$ cat src/rtl/tcam_pkg.sv
// Shared types and widths for the tcam_7x64 controller: FSM states, macro pin bundle.
package tcam_pkg;
  localparam int ADDR_W  = 7;
  localparam int DATA_W  = 32;
  localparam int MASK_W  = 4;
  localparam int MATCH_W = 64;
  localparam int IDX_W   = 6;

  typedef enum logic [2:0] {
    ST_IDLE,
    ST_WR,
    ST_SRCH,
    ST_CAP,
    ST_RESP
  } tcam_ctrl_state_e;

  typedef struct packed {
    logic              csb;
    logic              web;
    logic [MASK_W-1:0] wmask;
    logic [ADDR_W-1:0] addr;
    logic [DATA_W-1:0] wdata;
  } tcam_pins_t;

  localparam tcam_pins_t PINS_IDLE = '{csb: 1'b1, web: 1'b1, wmask: '0, addr: '0, wdata: '0};
endpackage

$ cat src/rtl/tcam_ctrl_if.sv
// Request/response bundle of tcam_ctrl: write, search and response handshakes.
interface tcam_ctrl_if;
  import tcam_pkg::*;

  logic               in_wr_valid;
  logic               out_wr_ready;
  logic [ADDR_W-1:0]  in_wr_addr;
  logic [DATA_W-1:0]  in_wr_data;
  logic [MASK_W-1:0]  in_wr_mask;
  logic               in_srch_valid;
  logic               out_srch_ready;
  logic [ADDR_W-1:0]  in_srch_key;
  logic               out_rsp_valid;
  logic               in_rsp_ready;
  logic [MATCH_W-1:0] out_rsp_match;
  logic               out_rsp_hit;
  logic [IDX_W-1:0]   out_rsp_idx;

  modport master (
    output in_wr_valid, in_wr_addr, in_wr_data, in_wr_mask,
    output in_srch_valid, in_srch_key, in_rsp_ready,
    input  out_wr_ready, out_srch_ready, out_rsp_valid,
    input  out_rsp_match, out_rsp_hit, out_rsp_idx
  );

  modport slave (
    input  in_wr_valid, in_wr_addr, in_wr_data, in_wr_mask,
    input  in_srch_valid, in_srch_key, in_rsp_ready,
    output out_wr_ready, out_srch_ready, out_rsp_valid,
    output out_rsp_match, out_rsp_hit, out_rsp_idx
  );
endinterface

$ cat src/rtl/tcam_prio_enc64.sv
// Lowest-set-bit encoder for a 64-bit match vector; idx is 0 when nothing is set.
module tcam_prio_enc64
  import tcam_pkg::*;
(
  input  logic [MATCH_W-1:0] in_vec,
  output logic [IDX_W-1:0]   out_idx,
  output logic               out_hit
);
  logic [7:0]      w_grp_hit;
  logic [7:0][2:0] w_grp_idx;

  // Eight byte-wide encoders, then pick the lowest byte that has any bit set.
  for (genvar gi = 0; gi < 8; gi++) begin : g_grp
    logic [2:0] w_idx;
    always_comb begin
      w_idx = '0;
      for (int b = 7; b >= 0; b--) begin
        if (in_vec[gi*8 + b]) w_idx = 3'(b);
      end
    end
    assign w_grp_idx[gi] = w_idx;
    assign w_grp_hit[gi] = |in_vec[gi*8 +: 8];
  end

  always_comb begin
    out_idx = '0;
    for (int g = 7; g >= 0; g--) begin
      if (w_grp_hit[g]) out_idx = {3'(g), w_grp_idx[g]};
    end
  end

  assign out_hit = |w_grp_hit;
endmodule

$ cat src/rtl/tcam_ctrl.sv
// Controller for one tcam_7x64 macro: round-robin write/search arbitration, one op in flight.
// Optional statistics counters are built when TCAM_CTRL_STATS_EN is defined.
module tcam_ctrl
  import tcam_pkg::*;
#(
  parameter int CNT_W = 32
) (
  input  logic               in_clk,
  input  logic               in_rst,
  tcam_ctrl_if.slave         bus,
  output logic               out_tcam_csb,
  output logic               out_tcam_web,
  output logic [MASK_W-1:0]  out_tcam_wmask,
  output logic [ADDR_W-1:0]  out_tcam_addr,
  output logic [DATA_W-1:0]  out_tcam_wdata,
  input  logic [MATCH_W-1:0] in_tcam_rdata
`ifdef TCAM_CTRL_STATS_EN
  ,
  output logic [CNT_W-1:0]   out_srch_cnt,
  output logic [CNT_W-1:0]   out_hit_cnt
`endif
);
  if (CNT_W < 1) begin : g_cnt_w_check
    $error("tcam_ctrl: CNT_W must be at least 1");
  end

  tcam_ctrl_state_e   r_state, w_state_next;
  tcam_pins_t         r_pins, w_pins_next;
  logic               r_ptr;
  logic [MATCH_W-1:0] r_match;
  logic               w_grant_wr, w_grant_srch, w_accept;

  // r_ptr low: search wins a tie; a lone requester is always granted.
  assign w_grant_srch = bus.in_srch_valid & (~bus.in_wr_valid | ~r_ptr);
  assign w_grant_wr   = bus.in_wr_valid & (~bus.in_srch_valid | r_ptr);
  assign w_accept     = bus.out_wr_ready | bus.out_srch_ready;

  always_ff @(posedge in_clk) begin
    if (in_rst) begin
      r_state <= ST_IDLE;
      r_pins  <= PINS_IDLE;
      r_ptr   <= 1'b0;
      r_match <= '0;
    end else begin
      r_state <= w_state_next;
      r_pins  <= w_pins_next;
      if (w_accept) r_ptr <= ~r_ptr;
      if (r_state == ST_CAP) r_match <= in_tcam_rdata;
    end
  end

  always_comb begin
    w_state_next = r_state;
    unique case (r_state)
      ST_IDLE: begin
        if (w_grant_wr)        w_state_next = ST_WR;
        else if (w_grant_srch) w_state_next = ST_SRCH;
      end
      ST_WR:   w_state_next = ST_IDLE;
      ST_SRCH: w_state_next = ST_CAP;
      ST_CAP:  w_state_next = ST_RESP;
      ST_RESP: if (bus.in_rsp_ready) w_state_next = ST_IDLE;
      default: w_state_next = ST_IDLE;
    endcase
  end

  // Macro pins are registered from the accept cycle so they are live in WR/SRCH only.
  always_comb begin
    bus.out_wr_ready   = 1'b0;
    bus.out_srch_ready = 1'b0;
    w_pins_next        = PINS_IDLE;
    if (r_state == ST_IDLE) begin
      bus.out_wr_ready   = w_grant_wr;
      bus.out_srch_ready = w_grant_srch;
      if (w_grant_wr) begin
        w_pins_next = '{csb: 1'b0, web: 1'b0, wmask: bus.in_wr_mask,
                        addr: bus.in_wr_addr, wdata: bus.in_wr_data};
      end else if (w_grant_srch) begin
        w_pins_next = '{csb: 1'b0, web: 1'b1, wmask: '0,
                        addr: bus.in_srch_key, wdata: '0};
      end
    end
  end

  assign bus.out_rsp_valid = (r_state == ST_RESP);
  assign bus.out_rsp_match = r_match;

  tcam_prio_enc64 u_enc (
    .in_vec  (r_match),
    .out_idx (bus.out_rsp_idx),
    .out_hit (bus.out_rsp_hit)
  );

  assign out_tcam_csb   = r_pins.csb;
  assign out_tcam_web   = r_pins.web;
  assign out_tcam_wmask = r_pins.wmask;
  assign out_tcam_addr  = r_pins.addr;
  assign out_tcam_wdata = r_pins.wdata;

`ifdef TCAM_CTRL_STATS_EN
  logic [CNT_W-1:0] r_srch_cnt, r_hit_cnt;
  logic             w_rsp_fire;

  assign w_rsp_fire = (r_state == ST_RESP) & bus.in_rsp_ready;

  always_ff @(posedge in_clk) begin
    if (in_rst) begin
      r_srch_cnt <= '0;
      r_hit_cnt  <= '0;
    end else if (w_rsp_fire) begin
      r_srch_cnt <= r_srch_cnt + CNT_W'(1);
      if (bus.out_rsp_hit) r_hit_cnt <= r_hit_cnt + CNT_W'(1);
    end
  end

  assign out_srch_cnt = r_srch_cnt;
  assign out_hit_cnt  = r_hit_cnt;
`endif
endmodule

$ cat src/flat_wrapper.sv
// flat-port wrapper written by rule: the top's interface ports become plain ports
module tcam_ctrl_flat import tcam_pkg::*;
#(
  parameter int CNT_W = 32
)
  (in_clk, in_rst, out_tcam_csb, out_tcam_web, out_tcam_wmask, out_tcam_addr, out_tcam_wdata, in_tcam_rdata, bus_in_wr_valid, bus_in_wr_addr, bus_in_wr_data, bus_in_wr_mask, bus_in_srch_valid, bus_in_srch_key, bus_in_rsp_ready, bus_out_wr_ready, bus_out_srch_ready, bus_out_rsp_valid, bus_out_rsp_match, bus_out_rsp_hit, bus_out_rsp_idx);
  tcam_ctrl_if bus_i ();
  input  logic in_clk;
  input  logic in_rst;
  output logic out_tcam_csb;
  output logic out_tcam_web;
  output logic [MASK_W-1:0] out_tcam_wmask;
  output logic [ADDR_W-1:0] out_tcam_addr;
  output logic [DATA_W-1:0] out_tcam_wdata;
  input  logic [MATCH_W-1:0] in_tcam_rdata;
  input wire logic [$bits(bus_i.in_wr_valid)-1:0] bus_in_wr_valid;
  input wire logic [$bits(bus_i.in_wr_addr)-1:0] bus_in_wr_addr;
  input wire logic [$bits(bus_i.in_wr_data)-1:0] bus_in_wr_data;
  input wire logic [$bits(bus_i.in_wr_mask)-1:0] bus_in_wr_mask;
  input wire logic [$bits(bus_i.in_srch_valid)-1:0] bus_in_srch_valid;
  input wire logic [$bits(bus_i.in_srch_key)-1:0] bus_in_srch_key;
  input wire logic [$bits(bus_i.in_rsp_ready)-1:0] bus_in_rsp_ready;
  output wire logic [$bits(bus_i.out_wr_ready)-1:0] bus_out_wr_ready;
  output wire logic [$bits(bus_i.out_srch_ready)-1:0] bus_out_srch_ready;
  output wire logic [$bits(bus_i.out_rsp_valid)-1:0] bus_out_rsp_valid;
  output wire logic [$bits(bus_i.out_rsp_match)-1:0] bus_out_rsp_match;
  output wire logic [$bits(bus_i.out_rsp_hit)-1:0] bus_out_rsp_hit;
  output wire logic [$bits(bus_i.out_rsp_idx)-1:0] bus_out_rsp_idx;
  assign bus_i.in_wr_valid = bus_in_wr_valid;
  assign bus_i.in_wr_addr = bus_in_wr_addr;
  assign bus_i.in_wr_data = bus_in_wr_data;
  assign bus_i.in_wr_mask = bus_in_wr_mask;
  assign bus_i.in_srch_valid = bus_in_srch_valid;
  assign bus_i.in_srch_key = bus_in_srch_key;
  assign bus_i.in_rsp_ready = bus_in_rsp_ready;
  assign bus_out_wr_ready = bus_i.out_wr_ready;
  assign bus_out_srch_ready = bus_i.out_srch_ready;
  assign bus_out_rsp_valid = bus_i.out_rsp_valid;
  assign bus_out_rsp_match = bus_i.out_rsp_match;
  assign bus_out_rsp_hit = bus_i.out_rsp_hit;
  assign bus_out_rsp_idx = bus_i.out_rsp_idx;
  tcam_ctrl #(.CNT_W(CNT_W)) u_core (.in_clk(in_clk), .in_rst(in_rst), .bus(bus_i), .out_tcam_csb(out_tcam_csb), .out_tcam_web(out_tcam_web), .out_tcam_wmask(out_tcam_wmask), .out_tcam_addr(out_tcam_addr), .out_tcam_wdata(out_tcam_wdata), .in_tcam_rdata(in_tcam_rdata));
endmodule
$ cat config.mk
export PLATFORM = sky130hd
export DESIGN_NAME = tcam_ctrl_flat
export DESIGN_NICKNAME = d
export VERILOG_FILES = /design/src/rtl/tcam_pkg.sv /design/src/rtl/tcam_ctrl_if.sv /design/src/rtl/tcam_prio_enc64.sv /design/src/rtl/tcam_ctrl.sv /design/src/flat_wrapper.sv
export SDC_FILE = /design/constraint.sdc
export NUM_CORES = 1
export LEC_CHECK = 0
export BUFFER_PORTS_ARGS = -buffer_cell sky130_fd_sc_hd__buf_2
export CORE_MARGIN = 2
export CORE_UTILIZATION = 29
export CTS_CLUSTER_DIAMETER = 120
export DETAILED_ROUTE_END_ITERATION = 7
export PLACE_DENSITY = 0.62
export SYNTH_ARGS = -nofsm -noshare
export SYNTH_HDL_FRONTEND = slang
export SYNTH_SLANG_ARGS = --single-unit
$ cat constraint.sdc
create_clock -name in_clk -period 1.83 [get_ports in_clk]
set_input_delay 0 -clock in_clk [delete_from_list [all_inputs] [get_ports in_clk]]
set_output_delay 0 -clock in_clk [all_outputs]
set_load 0.01 [all_outputs]
# == Yosys cells after proc, flatten, opt, wreduce, memory -nomap -nowiden ==
# Index checks and enable logic that the tools add are counted.
# W data, S select, Z words.
# classes
n_reduce_logical,12
eq_ne,5
muxes,80
bitwise,9
# ops
cell,count
$mux W3,67
$mux W45,2
$reduce_or A64 Y1,1
$reduce_or A8 Y1,8
$mux W6,8
$pmux W3 S4,1
$eq A3 B2 Y1 const B,2
$not A1 Y1,4
$eq A3 B3 Y1 const B,1
$logic_not A3 Y1,1
$ne A3 B1 Y1 const B,1
$or A1 B1 Y1,3
$and A1 B1 Y1,2
$mux W1,2
$ne A2 B2 Y1 const B,1
$reduce_and A2 Y1,1
$reduce_or A2 Y1,1
# totals
input_bits,119
reg_bits,113

# == Depth between registers and ports, before layout ==
# Gate-level depths: netlist (run 1).
# logic_depth
word_depth,16
ltp_mapped,6

# == Modules after synthesis ==
# From an unflattened synthesis (run 1), not the netlist that was laid out.
# unflattened
cells_unflattened,548
area_unflattened_um2,4533.1
# modules_own_cells
module,area_per_inst_um2,n_inst,cells_each
tcam_ctrl,3704.8,1,412
tcam_prio_enc64,828.3,1,136

# == Least setup slack after synthesis (run 1) ==
# Ideal clock, no wire load.
# synth_timing
path_kind,reg2out
start,"register u_core.r_match[63], in the netlist u_core.bus.out_rsp_match[63]"
end,output bus_out_rsp_idx[1]
t_arrival_ns,1.814
stages_incl_launch_ff,7
required_ns,1.830
slack_ns,0.016
path_cell_list,dfxtp_1 -> or4_4 -> o211ai_2 -> a2111oi_1 -> o21ai_1 -> a21oi_1 -> or4_1
# synth_between
elab_chain_cells,16
elab_cells_between_ends,17
cone_classes,16 x mux; 1 x reduce/logical
# synth_lines
element,line,text
"start, declared",tcam_ctrl.sv:30,logic [MATCH_W-1:0] r_match;
"start signal, assigned",tcam_ctrl.sv:48,if (r_state == ST_CAP) r_match <= in_tcam_rdata;
$mux W3 (8 in a row),tcam_prio_enc64.sv:18,if (in_vec[gi*8 + b]) w_idx = 3'(b);
$mux W6 * (8 in a row),tcam_prio_enc64.sv:28,"if (w_grp_hit[g]) out_idx = {3'(g), w_grp_idx[g]};"
"end, declared",flat_wrapper.sv:28,output wire logic [$bits(bus_i.out_rsp_idx)-1:0] bus_out_rsp_idx;
# Mark *: on every way between the ends. The rest lies on a longest branch, timed or not.

# == Worst setup path in the final report (run 1) ==
# Same ends and word-level chain as after synthesis.

==> results of run 1 <==
## per-stage QoR
step	utilization (%)	worst slack, ps	power (W)	TNS (ps)
4_1_cts	56.2	-548	0.00737	-2170
6_report	56.6	-512	0.00740	-2250
2_1_floorplan	-	16.2	0.00328	0
3_5_place_dp	43.2	-113	0.00392	-120
3_3_place_gp	43.2	-85.2	0.00391	-85.2
5_1_grt	56.6	-667	0.00774	-3110
## flip-flops by register name, indices dropped and copies added, names as in the netlist
register	flops
u_core.out_tcam_wmask	4
u_core.r_ptr	1
u_core.out_tcam_web	1
u_core.out_tcam_csb	1
u_core.out_tcam_addr	7
u_core.r_state	3
u_core.out_tcam_wdata	32
u_core.bus.out_rsp_match	64
## cell usage after synthesis, types with 5 or more instances
cell type / instances / area (um^2)
nor4_1: 14 / 87.6
a22o_1: 7 / 61.3
o21ai_0: 10 / 50.1
nor2_1: 27 / 101
or4_1: 5 / 37.5
and2_1: 38 / 238
nand2_1: 135 / 507
inv_1: 19 / 71.3
a21oi_1: 89 / 445
nor3_1: 8 / 40.0
clkbuf_1: 20 / 75.1
buf_1: 6 / 22.5
dfxtp_1: 113 / 2260
## metal layers
metal | part of all wire [%] | vias up | track usage [%] | routed length, um
li1 | - | 2687 | - | -
met1 | 40 | 2471 | 23.0 | 6790
met2 | 50 | 214 | 36.2 | 8440
met3 | 8.1 | 35 | 7.97 | 1380
met4 | 2.4 | 0 | 7.63 | 401
met5 | 0 | - | 0 | 0
## worst max-delay path, cell delays in order (launching register included)
cell	delay, ps
dfxtp_1	300
or4_4	540
o211ai_2	210
a2111oi_1	80
o21ai_1	150
a21oi_1	100
or4_1	390
buf_2	160
## power breakdown
part / total [W] / internal (W) / leakage, nW / switching (W)
logic: 0.00162 / 0.000852 / 2.69 / 0.000766
clock network: 0.00315 / 0.00192 / 0.273 / 0.00123
registers: 0.00264 / 0.00257 / 0.918 / 0.0000637
## cells by family (layout without fill, tap and decap cells)
| logic type | Yosys count | count (layout) | share of synthesized area, % |
|---|---|---|---|
| AND/OR/NAND/NOR | 248 | 248 | 26.5 |
| AO/OA/AOI/OAI | 131 | 131 | 17.4 |
| buffers and inverters | 46 | 490 | 3.99 |
| XOR/XNOR | 1 | 1 | 0.201 |
| flip-flops | 113 | 113 | 51.9 |
## worst paths after layout
kind	start	to	slack, ps	depth (start not counted)
worst min register to register	u_core.bus.out_rsp_match[27]	u_core.bus.out_rsp_match[27]	500	2
worst min-delay path	bus_in_srch_valid	u_core.r_ptr	30	4
worst max-delay path	u_core.bus.out_rsp_match[63]	bus_out_rsp_idx[1]	-510	7
worst max register to register	u_core.r_state[1]	u_core.out_tcam_addr[5]	220	5
## timing repair
item / CTS / global route
pin swaps: 14 / 9
endpoints found under the setup margin: 7 / 14
buffers inserted: 4 / 3
endpoints found under the hold margin: 111 / 0
hold buffers: 117 / 0
gates resized for setup: 27 / 10
## cell type report
type	count	area (um^2)
Timing Repair Buffer	439	3040
Fill cell	1272	6320
Multi-Input combinational cell	380	2090
Inverter	19	71.3
Sequential cell	113	2270
Clock buffer	18	439
Clock inverter	14	133
Tap cell	184	230
==> flow_metrics.tcl, run 1 <==
set metrics [dict create \
    whs_ps 28.0 \
    clockBufferDepth 2 \
    synth_area_um2 4360 \
    drt-initial-drc-count 192 \
    ys_ff_latch 113 \
    peakVddDrop_mv 0.626 \
    cp-end-kind "output pin" \
    worstHoldPathType "in -> reg" \
    drv_slew 0 \
    path_class "reg -> out" \
    fin_area_um2 8260 \
    layout_setup_ws_ps -512 \
    dp_hpwl_um 10900 \
    rsz0062_at_grt "yes" \
    cts_tree "yes" \
    dp_cells 1011 \
    routed_wl_um 17000 \
    syn_area_per_cell_um2 8.08 \
    critical_path_peak_fanout 2 \
    dpl_cell_area_um2 6300 \
    skew_ps 7.42 \
    die_x_um 127 \
    critPathLaunchType "register" \
    violations "setup timing" \
    synth.distinct_cells 37 \
    clock-root-buffer "clkbuf_16" \
    p_per_area_nw_per_um2 896 \
    antenna_found_initial 0 \
    drc 0 \
    insertion_delay_ps 410 \
    worst_pin_slew_ps 718 \
    ys_seq_area_share_pct 51.9 \
    clock_sinks 113 \
    outcome "finished with violations" \
    min_period_ps 2340 \
    wl_per_cell_um 14.6 \
    cts_buffers 17 \
    synth_edf_count 0 \
    rows 44 \
    arrival_ps 2340 \
    grt_pass1_wl_um 26600 \
    drtPass1Iterations 4 \
    synth_cells 539 \
    synth_top_flop_cell "dfxtp_1" \
    worstPathRequired_ps 1830 \
    period_share_pct 128 \
    antenna_left 0 \
    layout_common_cells "237 x buf_2, 133 x nand2_1, 117 x dlygate4sd3_1, 110 x dfxtp_1, 87 x a21oi_1" \
    grt_start_max_net_pins 66 \
    numPortBuffers 237 \
    ys_async_sr_fraction_pct 0 \
    final_cell_count_no_fill 1167 \
    vias_per_cell 4.63 \
    setup_violations 7 \
    synth_nets 658 \
    io_pins 238 \
    cellLeakagePower_nw 3.88 \
    nNetsFinal 1089 \
    drv_cap 0 \
    ys_warn_count 0 \
    hold_viol 0 \
    grt_remaining_overflow 0 \
    fmax_ghz 0.427 \
    dieArea_um2 16000 \
    place.gp.congestion 0.835 \
    drive_above_1_share_pct 39.5 \
    grt_usage_pct 20.8 \
    n_antenna_cell 0 \
    grt_pass1_vias 5509 \
    layout_commonest_cell "buf_2" \
    path_clk_slew_ps 60 \
    coreArea_um2 14600 \
    die_h_um 127 \
    initial_core_util_pct 29.9 \
    slew_headroom_pct 52.1 \
    cts.htree.levels 4 \
    vias 5407 \
    area_growth_pct 89.7 \
]
(Power assumes the default switching activity.)
==> run 2, diff against run 1 <==
--- a/config.mk
+++ b/config.mk
@@ -10,6 +10,8 @@
 export CORE_UTILIZATION = 29
 export CTS_CLUSTER_DIAMETER = 120
 export DETAILED_ROUTE_END_ITERATION = 7
+export GPL_ROUTABILITY_DRIVEN = 0
+export GPL_TIMING_DRIVEN = 0
 export PLACE_DENSITY = 0.62
 export SYNTH_ARGS = -nofsm -noshare
 export SYNTH_HDL_FRONTEND = slang
==> flow_metrics.tcl, run 2 (synthesis results as in run 1) <==
set metrics [dict create \
    initial_core_util_pct 29.9 \
    drt-initial-drc-count 199 \
    arrival_ps 2480 \
    rows 44 \
    vias 5315 \
    drtPass1Iterations 4 \
    min_period_ps 2480 \
    peakVddDrop_mv 0.727 \
    routed_wl_um 17300 \
    critPathLaunchType "register" \
    die_h_um 127 \
    finalCoreUtilization_pct 55.2 \
    clock_sinks 113 \
    layout_commonest_cell "buf_2" \
    hold_viol 0 \
    clock-root-buffer "clkbuf_16" \
    outcome "finished with violations" \
    n_antenna_cell 0 \
    drv_cap 0 \
    grt_pass1_wl_um 26400 \
    period_share_pct 135 \
    grt_usage_pct 21.0 \
    worst-path-buf-inv 1 \
    dp_hpwl_um 11000 \
    fmax_ghz 0.404 \
    slowest_stage "or4_4" \
    crit_cells 7 \
    worstPathRequired_ps 1830 \
    largest_register_ffs 64 \
    vias_per_cell 4.69 \
    cp_cell_sequence "or4_4 -> o211ai_4 -> a2111oi_1 -> o21ai_1 -> a21oi_2 -> or4_1 -> buf_2" \
    slowest_delay_ps 560 \
    antenna_found_initial 0 \
    grt_start_max_net_pins 17 \
    slew_headroom_pct 55.7 \
    cellLeakagePower_nw 3.70 \
    layout_common_cells "236 x buf_2, 135 x nand2_1, 116 x dlygate4sd3_1, 99 x dfxtp_1, 86 x a21oi_1" \
    area_growth_pct 84.8 \
    insertion_delay_ps 420 \
    pre_cts_ws_ps -374 \
    drc 0 \
    die_x_um 127 \
    drive_above_1_share_pct 37.4 \
    wl_per_cell_um 15.3 \
    setup_violations 7 \
    critPathTopFamily "simple AND/OR/NAND/NOR gates" \
    worst_pin_slew_ps 665 \
    io_pins 238 \
    drv_slew 0 \
    cts_tree "yes" \
    violations "setup timing" \
    critical_path_peak_fanout 2 \
    dieArea_um2 16000 \
    rsz0062_at_grt "yes" \
    clockBufferDepth 2 \
    path_clk_slew_ps 60 \
    path_class "reg -> out" \
    nNetsFinal 1055 \
    p_per_area_nw_per_um2 939 \
    fill_cells 1278 \
    antenna_left 0 \
    cts.htree.levels 4 \
    numPortBuffers 236 \
    worst-r2r-cell-count 5 \
    grt_pass1_vias 5280 \
    fin_area_um2 8050 \
    cp-end-kind "output pin" \
    dpl_cell_area_um2 5770 \
    grt_remaining_overflow 0 \
    skew_ps 9.79 \
    layout_setup_ws_ps -648 \
    cts_buffers 17 \
    worstHoldPathType "in -> reg" \
    hold_path_depth 4 \
    coreArea_um2 14600 \
]
run 2: cell count changes in the layout (fill, tap and decap cells not counted), moves of 4 or more:
| cell | delta |
|---|---|
| dfxtp_2 | +7 |
| buf_6 | +5 |
| buf_4 | -60 |
| nor4_1 | -4 |
| dfxtp_4 | +4 |
| clkbuf_2 | +11 |
| clkbuf_1 | +10 |
| dfxtp_1 | -11 |
| nor4_4 | +4 |
| buf_1 | +4 |
run 2: area by class of cell:
cell class              instances  area, um^2  area share, %
plain buffers                  26         113           1.40
repair buffers                379        2580           32.1
flip-flops and latches        113        2290           28.4
clock inverters                14         155           1.93
multi-input cells             380        2170           27.0
well taps                     184         230           2.86
inverters                      19        71.3          0.886
clock buffers                  18         439           5.45
run 2: repair_timing:
| item | 4_1_cts | 5_1_grt |
|---|---|---|
| setup endpoints to repair | 107 | 108 |
| gates cloned | 0 | 0 |
| endpoints found under the hold margin | 109 | 0 |
| resized for setup | 48 | 39 |
| pin swaps | 9 | 10 |
| setup buffers | 18 | 10 |
| hold buffers | 116 | 0 |
run 2: path summary, 6_finish.rpt:
check	from	end	slack (ps)
max	u_core.bus.out_rsp_match[56]	bus_out_rsp_idx[1]	-650
min	bus_in_wr_valid	u_core.r_ptr	20
max reg2reg	u_core.r_state[1]	u_core.out_tcam_wdata[2]	90
min reg2reg	u_core.bus.out_rsp_match[63]	u_core.bus.out_rsp_match[63]	480
run 2: power breakdown:
| part | internal [W] | switching (W) |
|---|---|---|
| Sequential | 0.00257 | 0.0000969 |
| Clock | 0.00206 | 0.00127 |
| Combinational | 0.000823 | 0.000743 |
| Total | 0.00545 | 0.00211 |
run 2: layer usage:
layer / part of all wire [%] / routed length [um] / vias to the layer above / global-route usage [%]
met3: 7.7 / 1330 / 28 / 7.80
met4: 2.3 / 390 / 0 / 9.18
met5: 0 / 0 / - / 0
met1: 41 / 7010 / 2469 / 23.4
li1: - / - / 2619 / -
met2: 50 / 8560 / 199 / 35.7
run 2: per-stage QoR:
step / instances / TNS (ps) / hold slack (ps) / power, W
after CTS: 1125 / -3020 / 0.174 / 0.00751
after global routing: 1133 / -3870 / 47.7 / 0.00788
after detailed placement: 959 / -9150 / 201 / 0.00377
after floorplan: 539 / 0 / 94.8 / 0.00328
final: 1133 / -3270 / 20.9 / 0.00756
after global placement: 959 / -11820 / 200 / 0.00377
run 2: worst reg2reg max path, delay by kind of cell (launching register included):
family / cells / cell delay [ps]
and+or+nand+nor: 3 / 940
buffers and inverters: 2 / 380
DFF: 1 / 350
